<file path="src/rtl/bs_bit_reader_if.sv">
// bs_bit_reader_if
// Groups the FIFO read port and the syntax-parser port of bs_bit_reader.
// The master modport is the bit reader itself; the slave modport is its
// surroundings (the bitstream FIFO and the parser).
// Optional macro: BS_BIT_COUNT_EN adds the bit_count signal.

interface bs_bit_reader_if;
   logic        fifo_rd;
   logic [63:0] fifo_data;
   logic        fifo_empty;
   logic [31:0] peek_bits;
   logic        peek_valid;
   logic        skip;
   logic [5:0]  skip_len;
   logic        byte_align;
   logic        flush;
`ifdef BS_BIT_COUNT_EN
   logic [31:0] bit_count;

   modport master (
      output fifo_rd, peek_bits, peek_valid, bit_count,
      input  fifo_data, fifo_empty, skip, skip_len, byte_align, flush
   );

   modport slave (
      input  fifo_rd, peek_bits, peek_valid, bit_count,
      output fifo_data, fifo_empty, skip, skip_len, byte_align, flush
   );
`else
   modport master (
      output fifo_rd, peek_bits, peek_valid,
      input  fifo_data, fifo_empty, skip, skip_len, byte_align, flush
   );

   modport slave (
      input  fifo_rd, peek_bits, peek_valid,
      output fifo_data, fifo_empty, skip, skip_len, byte_align, flush
   );
`endif
endinterface

</file>
<file path="src/rtl/bs_bit_reader.sv">
// bs_bit_reader
// Pulls 64-bit words from the bitstream FIFO into a 128-bit MSB-first shift
// buffer and offers a 32-bit look-ahead window to the syntax parser, which
// consumes 0..32 bits per cycle or discards up to the next byte boundary.
// Optional macro: BS_BIT_COUNT_EN adds a free-running consumed-bit counter.

module bs_bit_reader #(
   parameter int DATA_BITS = 64
) (
   input  logic             clk,
   input  logic             aclr,
   bs_bit_reader_if.master  bus
);

   localparam int BUF_BITS = 2 * DATA_BITS;

   logic [BUF_BITS-1:0] shift_buf;
   logic [7:0]          bits_valid;
   logic                rd_pending;
   logic                discard;
   logic [2:0]          pos_mod8;

   logic                peek_valid_int;
   logic                fifo_rd_int;
   logic [5:0]          consume_n;
   logic [7:0]          bits_left;
   logic                append;
   logic [BUF_BITS-1:0] shifted;
   logic [BUF_BITS-1:0] incoming;
   logic [BUF_BITS-1:0] buf_next;
   logic [7:0]          bits_next;

   // Look-ahead window, refill request and this cycle's consume amount.
   always_comb begin
      peek_valid_int = (bits_valid >= 8'd32);
      fifo_rd_int    = !aclr && !bus.flush && !bus.fifo_empty &&
                       !rd_pending && (bits_valid <= 8'd64);
      consume_n      = '0;
      if (bus.skip && peek_valid_int) begin
         consume_n = bus.skip_len;
      end else if (bus.byte_align && peek_valid_int) begin
         consume_n = {3'b000, 3'd0 - pos_mod8};
      end
   end

   // Shift out consumed bits and splice an arriving word right behind the survivors.
   always_comb begin
      bits_left = bits_valid - {2'b00, consume_n};
      append    = rd_pending && !discard;
      shifted   = shift_buf << consume_n;
      incoming  = {bus.fifo_data, {DATA_BITS{1'b0}}} >> bits_left;
      buf_next  = shifted | (append ? incoming : '0);
      bits_next = bits_left + (append ? 8'd64 : 8'd0);
   end

   assign bus.peek_bits  = shift_buf[BUF_BITS-1 -: 32];
   assign bus.peek_valid = peek_valid_int;
   assign bus.fifo_rd    = fifo_rd_int;

   // Buffer state; flush drops everything, including the word landing this cycle.
   always_ff @(posedge clk or posedge aclr) begin
      if (aclr) begin
         shift_buf  <= '0;
         bits_valid <= '0;
         rd_pending <= 1'b0;
         discard    <= 1'b0;
         pos_mod8   <= '0;
      end else if (bus.flush) begin
         shift_buf  <= '0;
         bits_valid <= '0;
         rd_pending <= 1'b0;
         discard    <= rd_pending;
         pos_mod8   <= '0;
      end else begin
         shift_buf  <= buf_next;
         bits_valid <= bits_next;
         rd_pending <= fifo_rd_int;
         discard    <= 1'b0;
         pos_mod8   <= pos_mod8 + consume_n[2:0];
      end
   end

`ifdef BS_BIT_COUNT_EN
   logic [31:0] bit_count_q;

   // Running total of consumed bits, wrapping modulo 2^32.
   always_ff @(posedge clk or posedge aclr) begin
      if (aclr) begin
         bit_count_q <= '0;
      end else if (bus.flush) begin
         bit_count_q <= '0;
      end else begin
         bit_count_q <= bit_count_q + {26'd0, consume_n};
      end
   end

   assign bus.bit_count = bit_count_q;
`endif

`ifndef SYNTHESIS
   // Trap an out-of-range skip length from the parser in simulation.
   always @(posedge clk) begin
      if (!aclr && bus.skip && (bus.skip_len > 6'd32)) begin
         $error("%m: skip_len %0d exceeds 32", bus.skip_len);
         $stop;
      end
   end
`endif

endmodule

</file>
<file path="src/flat_wrapper.sv">
// flat-port wrapper written by rule: the top's interface ports become plain ports
module bs_bit_reader_flat 
#(
   parameter int DATA_BITS = 64
)
  (clk, aclr, bus_fifo_rd, bus_peek_bits, bus_peek_valid, bus_fifo_data, bus_fifo_empty, bus_skip, bus_skip_len, bus_byte_align, bus_flush);
  bs_bit_reader_if bus_i ();
  input  logic clk;
  input  logic aclr;
  output wire logic [$bits(bus_i.fifo_rd)-1:0] bus_fifo_rd;
  output wire logic [$bits(bus_i.peek_bits)-1:0] bus_peek_bits;
  output wire logic [$bits(bus_i.peek_valid)-1:0] bus_peek_valid;
  input wire logic [$bits(bus_i.fifo_data)-1:0] bus_fifo_data;
  input wire logic [$bits(bus_i.fifo_empty)-1:0] bus_fifo_empty;
  input wire logic [$bits(bus_i.skip)-1:0] bus_skip;
  input wire logic [$bits(bus_i.skip_len)-1:0] bus_skip_len;
  input wire logic [$bits(bus_i.byte_align)-1:0] bus_byte_align;
  input wire logic [$bits(bus_i.flush)-1:0] bus_flush;
  assign bus_fifo_rd = bus_i.fifo_rd;
  assign bus_peek_bits = bus_i.peek_bits;
  assign bus_peek_valid = bus_i.peek_valid;
  assign bus_i.fifo_data = bus_fifo_data;
  assign bus_i.fifo_empty = bus_fifo_empty;
  assign bus_i.skip = bus_skip;
  assign bus_i.skip_len = bus_skip_len;
  assign bus_i.byte_align = bus_byte_align;
  assign bus_i.flush = bus_flush;
  bs_bit_reader #(.DATA_BITS(DATA_BITS)) u_core (.clk(clk), .aclr(aclr), .bus(bus_i));
endmodule
</file>
<file path="config.mk">
export PLATFORM = sky130hd
export DESIGN_NAME = bs_bit_reader_flat
export DESIGN_NICKNAME = d
export VERILOG_FILES = /design/src/rtl/bs_bit_reader_if.sv /design/src/rtl/bs_bit_reader.sv /design/src/flat_wrapper.sv
export SDC_FILE = /design/constraint.sdc
export NUM_CORES = 1
export LEC_CHECK = 0
export CAP_MARGIN = 20
export CORE_UTILIZATION = 25
export CTS_CLUSTER_SIZE = 8
export DETAILED_ROUTE_END_ITERATION = 8
export MAX_ROUTING_LAYER = met4
export SLEW_MARGIN = 30
export SYNTH_ARGS = -nofsm -noshare
export SYNTH_HDL_FRONTEND = slang
export SYNTH_SLANG_ARGS = --single-unit
export TNS_END_PERCENT = 20
</file>
<file path="constraint.sdc">
create_clock -name clk -period 5.96 [get_ports clk]
set_input_delay 0.596 -clock clk [delete_from_list [all_inputs] [get_ports clk]]
set_output_delay 0.596 -clock clk [all_outputs]
set_load 0.05 [all_outputs]
</file>
==> results.cfg <==
[critical_path]
crit_fanout = 22
crit_chain = nor3_4, inv_2, and3_4, inv_6, ha_1, a2111o_1, a2111oi_0, a41o_1, or2_1, buf_4, nand2_1, o22ai_1, o21ai_0, o31ai_1
crit_buf_inv = 3
worstSetupEndpointType = register
crit_slowest_cell = o22ai_1
cp.required_ns = 6.33
start_kind = register
slowest_delay_ns = 0.68
cp.arrival_ns = 6.01
path_delay_family = compound AO/OA/AOI/OAI gates
path_class = register to register

[synth]
synth_nets = 2510
synth-async-reset-ratio_pct = 100
ys_top_cells_by_area = mux2i_1 (30%), dfrtp_1 (17%), mux2_2 (8.1%)
yosysTopAreaCellShare_pct = 29.6
synth_ff_type = dfrtp_1
yosysTopAreaCell = mux2i_1
synth.avg_cell_area_um2 = 8.44
ys_warn_count = 0
ys_seq_area_share_pct = 17.2
synth_area_mm2 = 0.0205
synth_edf_count = 0
ys_ff_latch = 141
synthCells = 2424
synth_cell_types = 94

[route]
wl_per_cell_um = 33.0
viasPerCell = 6.34
postRouteAntennaNets = 0
drc = 0
routed_wl_mm = 116
drt_iter0_markers = 3265
dr_total_vias = 22175
first_pass_iters = 6

[floorplan]
rows = 104
die_y_um = 288
ioPinCount = 110
die_w_um = 288
start_util_pct = 25.3
core_mm2 = 0.0808
die-area_mm2 = 0.0830

[cells_and_area]
instances_no_fill = 3497
layout-drive-gt1-share_pct = 14.9
most-common-layout-cells = mux2i_1 (605), nand2_1 (187), nor2_1 (172)
final_cell_area_mm2 = 0.0232
syn_to_final_growth_pct = 13.3
fin_nets = 2503
final_common_cell = mux2i_1

[grt]
grt_pass1_wl_mm = 161
grt_usage_pct = 27.9
grt_start_max_net_pins = 135
grt-ovfl-total = 0
grt_antenna_before_repair = 7
grt_pass1_vias = 20721

[sta]
slew-limit-headroom_pct = 22.5
worst_slew_pin_slew_ns = 1.16
fin_skew_ns = 0.0146
hold_viol = 0
period_minus_slack_ns = 5.65
rsz0062_at_grt = no
setup_tns_ns = 0
fmax_ghz = 0.177
final-setup-viol-count = 0
slew_violations = 0
final.period_utilization_pct = 94.7

[clocking]
cts_buffer_depth = 2
clk_latency_ns = 0.47
clkTransAtPathRegs_ns = 0.07
cts_tree = yes
root_buffer = clkbuf_16
cts_buffers = 17
cts_setup_buffers = 0
clock_sinks = 141
htreeDepth = 4
cts_hold_buffers = 0
cts_resized = 0

[place]
hpwl_mm = 90.7
dp_cells = 3458
io_buffers = 109
place_congestion = 1.09
dpl-instance-area_mm2 = 0.0226

[worst_hold_path]
hold_class = register to register

[run]
max_cap_viol_count = 0

[outcome]
outcome = completed
registers in the layout, indices dropped and copies added, names as in the netlist:
register and count:
u_core.shift_buf 128, u_core.bits_valid 8, u_core.pos_mod8 3, u_core.discard 1, u_core.rd_pending 1
Yosys cell counts (all sizes together) (4+ instances only):
cell and number:
nand2 187, o32ai 15, mux4 16, nor2b 4, o211ai 45, o31ai 13, mux2i 605, nor2 176
a221oi 21, dfrtp 141, nand2b 8, o221ai 20, or4 4, a2bb2oi 10, clkbuf 100, nand4 6
o22a 7, and2 14, and3 14, or3 11, a21oi 138, or2 11, o21ai 112, mux2 157
o22ai 70, a311oi 6, a211o 14, nand3 43, inv 25, a21o 12, o21a 10, a211oi 52
nor3 36, buf 144, a32oi 8, a22oi 47, a22o 23, o2111ai 9, ha 10, a31oi 21
xnor2 12
cell type report:
| cell class | count | area (µm²) |
|---|---|---|
| fillers | 8629 | 57600 |
| multi-input cells | 2013 | 15600 |
| flip-flops and latches | 141 | 3530 |
| repair buffers | 218 | 2010 |
| well taps | 1060 | 1330 |
| clock buffers | 19 | 443 |
| clock inverters | 13 | 118 |
| inverters | 26 | 113 |
| diodes | 7 | 17.5 |
routing by layer:
layer,share of wire [%],GRT usage (%),vias up
li1,-,-,9274
met1,41,36.1,10927
met2,42,39.4,1588
met3,11,6.72,386
met4,6.6,15.5,0
met5,0,-,-
worst paths after layout:
check                      slack [ns]                  from                    end  cells past startpoint
setup / recovery                 0.31  u_core.bits_valid[6]   u_core.shift_buf[80]                     14
hold / removal                   0.52     u_core.rd_pending         u_core.discard                      1
setup reg to reg                 0.31  u_core.bits_valid[6]   u_core.shift_buf[80]                     14
hold reg to reg                  0.52     u_core.rd_pending         u_core.discard                      1
max in group asynchronous        4.15                  aclr  u_core.shift_buf[116]                      3
min in group asynchronous        0.62                  aclr    u_core.shift_buf[2]                      2
metrics by stage:
stage / hold slack, ns / setup WS (ns) / util [%]
after CTS: 0.521 / 0.488 / 28.7
after detailed placement: 0.501 / 0.396 / 28.0
final: 0.520 / 0.313 / 28.7
after global placement: 0.499 / 0.364 / 28.0
after global routing: 0.566 / 0.145 / 28.7
after floorplan: 0.474 / 0.796 / -
kinds of logic (layout without fill, tap and decap cells):
kind of cell,after synthesis,count (layout),share of synthesized area (%)
AOI/OAI and AO/OA,687,687,23.0
and+or+nand+nor,523,523,11.4
other,0,7,0
adders and majority gates,10,10,0.611
xor gates and xnor gates,15,15,0.807
muxes,778,778,40.0
DFF,141,141,17.2
buffers and inverters,270,276,6.93
Power is not shown: default switching activity piles up to over one toggle a cycle in this logic, so the estimate is an artifact.
